<file path="config.mk">
export PLATFORM = sky130hd
export DESIGN_NAME = write_rt_block
export DESIGN_NICKNAME = d
export VERILOG_FILES = /design/src/rtl/write_rt_block.sv
export SDC_FILE = /design/constraint.sdc
export NUM_CORES = 1
export LEC_CHECK = 0
export CAP_MARGIN = 10
export CORE_MARGIN = 10
export CORE_UTILIZATION = 58
export CTS_BUF_LIST = sky130_fd_sc_hd__clkbuf_8
export CTS_CLUSTER_DIAMETER = 150
export DETAILED_ROUTE_END_ITERATION = 6
export GPL_TIMING_DRIVEN = 0
export PLACE_DENSITY = 0.87
export SLEW_MARGIN = 20
export SYNTH_ARGS = -nofsm -noshare
export SYNTH_HDL_FRONTEND = slang
export SYNTH_SLANG_ARGS = --single-unit
</file>
<file path="constraint.sdc">
create_clock -name clk -period 7.6 [get_ports clk]
set_input_delay 1.14 -clock clk [delete_from_list [all_inputs] [get_ports clk]]
set_output_delay 1.14 -clock clk [all_outputs]
set_load 0.1 [all_outputs]
</file>
<file path="src/rtl/write_rt_block.sv">
// write_rt_block
//   Real-time block writer shared by the Firewire and Ethernet paths.
//   It buffers NUM_CHAN DAC quadlets and one power-control quadlet. It then
//   replays them onto the local bus: first as a timed block write (DAC
//   channels), then as a quadlet write (ctrl).
//
//   Optional feature macro: RT_WRITE_OVERRUN_EN
//     - defined:   a write arriving while busy sets the sticky rt_write_err
//                  flag. The write is dropped.
//     - undefined: the write is silently dropped and rt_write_err is tied 0.
//
//   Ports
//     clk, reset       clock, asynchronous active-high reset
//     rt_write_en      store rt_write_data at rt_write_addr (IDLE only)
//     rt_write_addr    0..NUM_CHAN-1 = DAC channel, NUM_CHAN = ctrl/trigger
//     rt_write_data    DAC: bit31 valid, [30:0] value; ctrl: [CTRL_BITS-1:0]
//     rt_busy          high whenever a replay is in progress
//     rt_write_err     sticky overrun flag
//     bw_write_en      local-bus ownership request for the whole replay
//     bw_reg_wen       one-cycle register write strobe
//     bw_block_wen     one-cycle block-complete / quadlet-commit strobe
//     bw_block_wstart  block-write start indication
//     bw_reg_waddr     write address (held between strobes)
//     bw_reg_wdata     write data (held between strobes)
module write_rt_block #(
  parameter int          NUM_CHAN      = 4,
  parameter int          CTRL_BITS     = 20,
  parameter int          WSTART_CYCLES = 4,
  parameter int          GAP_CYCLES    = 3,
  parameter logic [3:0]  DAC_OFF       = 4'h1
) (
  input  logic        clk,
  input  logic        reset,
  input  logic        rt_write_en,
  input  logic [3:0]  rt_write_addr,
  input  logic [31:0] rt_write_data,
  output logic        rt_busy,
  output logic        rt_write_err,
  output logic        bw_write_en,
  output logic        bw_reg_wen,
  output logic        bw_block_wen,
  output logic        bw_block_wstart,
  output logic [7:0]  bw_reg_waddr,
  output logic [31:0] bw_reg_wdata
);

  typedef enum logic [2:0] {
    IDLE, WSTART, WRITE, WRITE_GAP, BLK_WEN, WQUAD_GAP, WQUAD
  } state_t;

  state_t               state;
  logic [31:0]          dac [NUM_CHAN];
  logic [CTRL_BITS-1:0] ctrl;
  logic [3:0]           chan;   // channel whose slot is issued next
  logic [4:0]           cnt;    // wait counter (needs to reach GAP_CYCLES+1)
  logic                 any_valid;
  logic [31:0]          cur_dac;

  always_comb begin
    any_valid = 1'b0;
    cur_dac   = '0;
    for (int i = 0; i < NUM_CHAN; i++) begin
      any_valid = any_valid | dac[i][31];
      if (chan == 4'(i)) cur_dac = dac[i];
    end
  end

  assign rt_busy = (state != IDLE);

  always_ff @(posedge clk or posedge reset) begin
    if (reset) begin
      state           <= IDLE;
      ctrl            <= '0;
      chan            <= '0;
      cnt             <= '0;
      bw_write_en     <= 1'b0;
      bw_reg_wen      <= 1'b0;
      bw_block_wen    <= 1'b0;
      bw_block_wstart <= 1'b0;
      bw_reg_waddr    <= '0;
      bw_reg_wdata    <= '0;
      for (int i = 0; i < NUM_CHAN; i++) dac[i] <= '0;
    end else begin
      case (state)
        IDLE: begin
          bw_write_en     <= 1'b0;
          bw_reg_wen      <= 1'b0;
          bw_block_wen    <= 1'b0;
          bw_block_wstart <= 1'b0;
          chan            <= '0;
          if (rt_write_en) begin
            for (int i = 0; i < NUM_CHAN; i++)
              if (rt_write_addr == 4'(i)) dac[i] <= rt_write_data;
            if (rt_write_addr == 4'(NUM_CHAN)) begin
              ctrl        <= rt_write_data[CTRL_BITS-1:0];
              bw_write_en <= 1'b1;
              if (any_valid) begin
                state           <= WSTART;
                bw_block_wstart <= 1'b1;
                cnt             <= 5'd1;
              end else begin
                // Nothing to block-write: go straight to the ctrl quadlet,
                // which is written even when it is zero.
                state        <= WQUAD;
                bw_reg_wen   <= 1'b1;
                bw_block_wen <= 1'b1;
                bw_reg_waddr <= 8'h00;
                bw_reg_wdata <= 32'(rt_write_data[CTRL_BITS-1:0]);
              end
            end
          end
        end

        WSTART: begin
          if (cnt == 5'(WSTART_CYCLES)) begin
            bw_block_wstart <= 1'b0;
            state           <= WRITE;
            bw_reg_waddr    <= {chan + 4'd1, DAC_OFF};
            bw_reg_wdata    <= {1'b0, cur_dac[30:0]};
            bw_reg_wen      <= cur_dac[31];
            for (int i = 0; i < NUM_CHAN; i++)
              if (chan == 4'(i)) dac[i][31] <= 1'b0;
          end else begin
            cnt <= cnt + 5'd1;
          end
        end

        // Invalid channels still consume a slot so that timing is fixed.
        WRITE: begin
          bw_reg_wen <= 1'b0;
          chan       <= chan + 4'd1;
          cnt        <= 5'd1;
          state      <= WRITE_GAP;
        end

        WRITE_GAP: begin
          if (cnt == 5'(GAP_CYCLES)) begin
            cnt <= 5'd1;
            if (chan == 4'(NUM_CHAN)) begin
              state <= BLK_WEN;
            end else begin
              state        <= WRITE;
              bw_reg_waddr <= {chan + 4'd1, DAC_OFF};
              bw_reg_wdata <= {1'b0, cur_dac[30:0]};
              bw_reg_wen   <= cur_dac[31];
              for (int i = 0; i < NUM_CHAN; i++)
                if (chan == 4'(i)) dac[i][31] <= 1'b0;
            end
          end else begin
            cnt <= cnt + 5'd1;
          end
        end

        // GAP_CYCLES idle cycles, then one cycle with block_wen high.
        BLK_WEN: begin
          if (cnt == 5'(GAP_CYCLES + 1)) begin
            bw_block_wen <= 1'b0;
            if (ctrl == '0) begin
              state       <= IDLE;
              bw_write_en <= 1'b0;
            end else begin
              state <= WQUAD_GAP;
              cnt   <= 5'd1;
            end
          end else begin
            if (cnt == 5'(GAP_CYCLES)) bw_block_wen <= 1'b1;
            cnt <= cnt + 5'd1;
          end
        end

        WQUAD_GAP: begin
          if (cnt == 5'(GAP_CYCLES)) begin
            state        <= WQUAD;
            bw_reg_wen   <= 1'b1;
            bw_block_wen <= 1'b1;
            bw_reg_waddr <= 8'h00;
            bw_reg_wdata <= 32'(ctrl);
          end else begin
            cnt <= cnt + 5'd1;
          end
        end

        WQUAD: begin
          bw_reg_wen   <= 1'b0;
          bw_block_wen <= 1'b0;
          bw_write_en  <= 1'b0;
          ctrl         <= '0;
          state        <= IDLE;
        end

        default: begin
          state           <= IDLE;
          bw_write_en     <= 1'b0;
          bw_reg_wen      <= 1'b0;
          bw_block_wen    <= 1'b0;
          bw_block_wstart <= 1'b0;
        end
      endcase
    end
  end

`ifdef RT_WRITE_OVERRUN_EN
  always_ff @(posedge clk or posedge reset) begin
    if (reset)                      rt_write_err <= 1'b0;
    else if (rt_write_en && rt_busy) rt_write_err <= 1'b1;
  end
`else
  assign rt_write_err = 1'b0;
`endif

endmodule
</file>
After elaboration in Yosys (flattened, before gate mapping)
Cells that the tools add are included.
- input port bits: 39
- register bits: 204
- eq/ne operators: 33
- bitwise gates (word level): 6
- reduce and logical (&&, ||, !) cells: 28
- mux-type cells: 89
- add/sub/neg operators: 2
- operators by type and width (cell ; count):
    two-way mux 32 bit ; 15
    two-way mux 128 bit ; 1
    one-hot mux 32 bit (4 select lines) ; 1
    two-way mux 8 bit ; 7
    two-way mux 20 bit ; 2
    two-way mux 5 bit ; 8
    one-hot mux 20 bit (2 select lines) ; 1
    two-way mux 1 bit ; 33
    != test 2 bit (second input constant) ; 16
    one-hot mux 8 bit (4 select lines) ; 1
    one-hot mux 5 bit (6 select lines) ; 1
    AND reduction 6 bit ; 5
    two-way mux 3 bit ; 9
    zero test 20 bit ; 1
    one-hot mux 1 bit (3 select lines) ; 6
    one-hot mux 3 bit (6 select lines) ; 1
    AND reduction 3 bit ; 6
    equality test 4 x 2 -> 1 bit (second input constant) ; 4
    equality test 3 bit (second input constant) ; 3
    equality test 4 x 1 -> 1 bit (second input constant) ; 2
    equality test 4 x 3 -> 1 bit (second input constant) ; 2
    zero test 4 bit ; 2
    one-hot mux 4 bit (2 select lines) ; 1
    AND reduction 8 bit ; 1
    other kinds (22) ; 29

Longest topological paths before layout
- depth after elaboration: 8
- gate-level depth with buffers: 9
- mapped depth without buffers: 7

Worst setup path before layout
Ideal clock, no wire load.
- kind: reg2out
- start: register state[2]
- end: output port rt_busy
- required time: 6.460 ns
- stages on the path, launching flop included: 4
- arrival time: 1.551 ns
- buffers on the path: 1
- slack: 4.909 ns
- cells stage by stage: dfrtp_1 > clkbuf_1 > nor3_1 > inv_1
- cells in the longest elaborated chain, start to end: 1
- ends and longest elaborated chain (what ; line ; source):
    start, declared ; 51 ; state_t state;
    start signal, assigned ; 72 ; state <= IDLE;
    start signal, assigned ; 98 ; state <= WSTART;
    start signal, assigned ; 104 ; state <= WQUAD;
    nonzero test 3 bit ; 68 ; assign rt_busy = (state != IDLE);
    end, declared ; 37 ; output logic rt_busy,
Every way passes these cells.

Final worst setup path
Same ends and word-level chain as after synthesis.

==> impl_metrics.env <==
export IMPL_rows=46
export IMPL_floorplan_die_area_mm2=0.0215
export IMPL_slew_limit_headroom_pct=32.4
export IMPL_setup_viol=0
export IMPL_drv_cap=0
export IMPL_grt_pass1_wl_mm=38.6
export IMPL_dp_hpwl_mm=16.3
export IMPL_ctsHoldBuffers=0
export IMPL_dieHeight_um=147
export IMPL_tightest_slew_ns=1.01
export IMPL_dr_pass1_iters=7
export IMPL_avgSynthCellArea_um2=11.9
export IMPL_clk_insertion_delay_late_ns=0.49
export IMPL_gr_usage_all_layers_pct=22.2
export IMPL_drt_wl_total_mm=24.0
export IMPL_busiest_layer="met2"
export IMPL_required_ns=6.46
export IMPL_cts_buffers=17
export IMPL_yosys_register_bits=200
export IMPL_syn_to_final_growth_pct=16.5
export IMPL_path_class="flop to output pin"
export IMPL_fin_ws_ns=3.39
export IMPL_final_common_cell="dfrtp_1"
export IMPL_grt_max_degree=104
export IMPL_cts_sinks=200
export IMPL_cts_resized=0
export IMPL_utilization_pct=68.5
export IMPL_finalCritPeriodShare_pct=55.4
export IMPL_mostFrequentLayoutCells="dfrtp_1 (200), mux2_2 (129), clkdlybuf4s50_1 (79)"
export IMPL_ant_nets=0
export IMPL_synthCells=779
export IMPL_cpPeakStageDelay_ns=1.04
export IMPL_clk_pin_slew_ns=0.09
export IMPL_crit_path_end="rt_busy"
export IMPL_netlist_area_mm2=0.00930
export IMPL_slowest_stage="clkdlybuf4s50_1"
export IMPL_yosysTopAreaCell="dfrtp_1"
export IMPL_hold_slack_ns=0.513
export IMPL_nets=927
export IMPL_grt_use_met2_pct=36.3
export IMPL_root_buffer="clkbuf_8"
export IMPL_synth_cell_types=56
export IMPL_wl_per_cell_um=21.6
export IMPL_port_buffers=79
export IMPL_ir_drop_mv=0.272
export IMPL_arrival_ns=3.07
export IMPL_post_route_drc_count=2
export IMPL_leakagePower_nw=4.75
export IMPL_r2r_cells=7
export IMPL_drive_gt1_share_pct=20.4
export IMPL_place_ws_ns=3.92
export IMPL_r2r_slack_ns=4.83
export IMPL_violations="design-rule violations"
export IMPL_synth_area_leaders="dfrtp_1 (54%), mux2_2 (16%), a221o_1 (3.4%)"
export IMPL_synth_edf_count=0
export IMPL_hp_class="flop to flop"
export IMPL_antenna_found_initial=0
export IMPL_grtUsageMet1_pct=28.4
export IMPL_fin_skew_ns=0.0160
export IMPL_gr_usage_met3_pct=5.16
export IMPL_grt_overflow_total=0
export IMPL_htree_levels=4
export IMPL_start_kind="flop"
export IMPL_start_util_pct=58.8
export IMPL_via_per_inst=6.45
export IMPL_status="complete, but fails checks"
export IMPL_powerDensity_mw_per_mm2=454
export IMPL_final_hold_violation_count=0
export IMPL_rsz0062_at_grt="false"
export IMPL_grt_pass1_vias=7275
export IMPL_r2r_start="chan[0]"
export IMPL_worstPathMaxFanout=10
export IMPL_end_kind="output pin"
export IMPL_cts_tree="built"
export IMPL_rr_endpoint="bw_reg_wdata[9]"
export IMPL_synthArstFlopShare_pct=100
export IMPL_yosys_warnings=0
export IMPL_slew_violations=0
export IMPL_io_pins=85
export IMPL_synth_top_area_share_pct=53.8
export IMPL_fmax_mhz=237
export IMPL_synth_main_ff_cell="dfrtp_1"
export IMPL_crit_chain="clkbuf_1, nor3_1, inv_1, clkdlybuf4s50_1"
export IMPL_yosysSeqAreaShare_pct=53.8
export IMPL_core_area_mm2=0.0158
export IMPL_cts_buffer_depth=2
export IMPL_gp_congestion=0.919
export IMPL_drtIter0Drc=732
export IMPL_vias=7173
export IMPL_min_period_ns=4.21
export IMPL_finalPower_mw=4.92
export IMPL_startpoint="state[2]"
export IMPL_cts_setup_buffers=0
export IMPL_die_x_um=147
[power breakdown]
part | internal, mW | switching, mW | leakage [nW] | total (mW)
logic | 0.865 | 1.57 | 2.00 | 2.44
clock network | 0.350 | 0.378 | 0.220 | 0.729
registers | 1.50 | 0.263 | 2.53 | 1.76
[cells by family after synthesis]
| logic type | count (synthesis) | synth area share, % |
|---|---|---|
| other | 1 | 0.0403 |
| adders and majority gates | 6 | 0.807 |
| and+or+nand+nor | 164 | 8.89 |
| xor gates and xnor gates | 2 | 0.188 |
| DFF | 200 | 53.8 |
| buffers and inverters | 79 | 4.18 |
| AOI/OAI and AO/OA | 197 | 16.4 |
| muxes | 130 | 15.7 |
[registers in the layout, indices dropped and copies added, names as in the netlist, 3 cells and up]
name          flops
bw_reg_waddr      5
bw_reg_wdata     31
chan              4
cnt               5
ctrl             20
dac             128
state             3
[metrics by stage]
stage,instance area [um^2],cells,TNS [ns]
final,10800,1112,0
after global routing,10800,1111,0
after CTS,10800,1111,0
after detailed placement,10400,1079,0
after global placement,10400,1078,-282.08
after floorplan,9320,783,0
[final cells by class]
type,count,area (um^2)
Fill cell,1170,4990
Antenna cell,1,2.50
Sequential cell,200,5000
Inverter,13,56.3
Clock inverter,12,148
Tap cell,216,270
Timing Repair Buffer,80,818
Clock buffer,20,275
Multi-Input combinational cell,504,3920
Buffer,66,340
[per-layer routing]
metal  vias up  share of wire [%]
met5         -                  0
met4         0                2.0
met3        46                7.3
met2       313                 48
met1      3663                 42
li1       3151                  -
[worst min-delay path by stage]
| stage | to | start | cells after the start | slack (ns) |
|---|---|---|---|---|
| final | dac[35] | dac[35] | 1 | 0.51 |
| after global routing | dac[79] | dac[79] | 1 | 0.52 |
| after CTS | dac[35] | dac[35] | 1 | 0.51 |
| after detailed placement | dac[54] | dac[54] | 1 | 0.49 |
| after global placement | dac[19] | dac[19] | 1 | 0.49 |
| after floorplan | dac[20] | dac[20] | 1 | 0.48 |
[critical path, delay by kind of cell, from the launching register on]
kind | cells | cell delay [ns]
DFF | 1 | 0.40
and+or+nand+nor | 1 | 0.65
buffers and inverters | 3 | 1.54
[cells in the mapped netlist (all sizes together) (4+ instances only)]
cell type and instances:
nand2 34, dfrtp 200, a221oi 22, ha 6
inv 12, mux2 129, buf 29, o22ai 7
a21oi 6, o211ai 31, o31ai 4, nor2 54
nor4 9, a22o 22, nor3 6, a221o 32
and3 26, a31oi 35, o21ai 19, clkbuf 37
nand3 15
(Power assumes the default switching activity.)
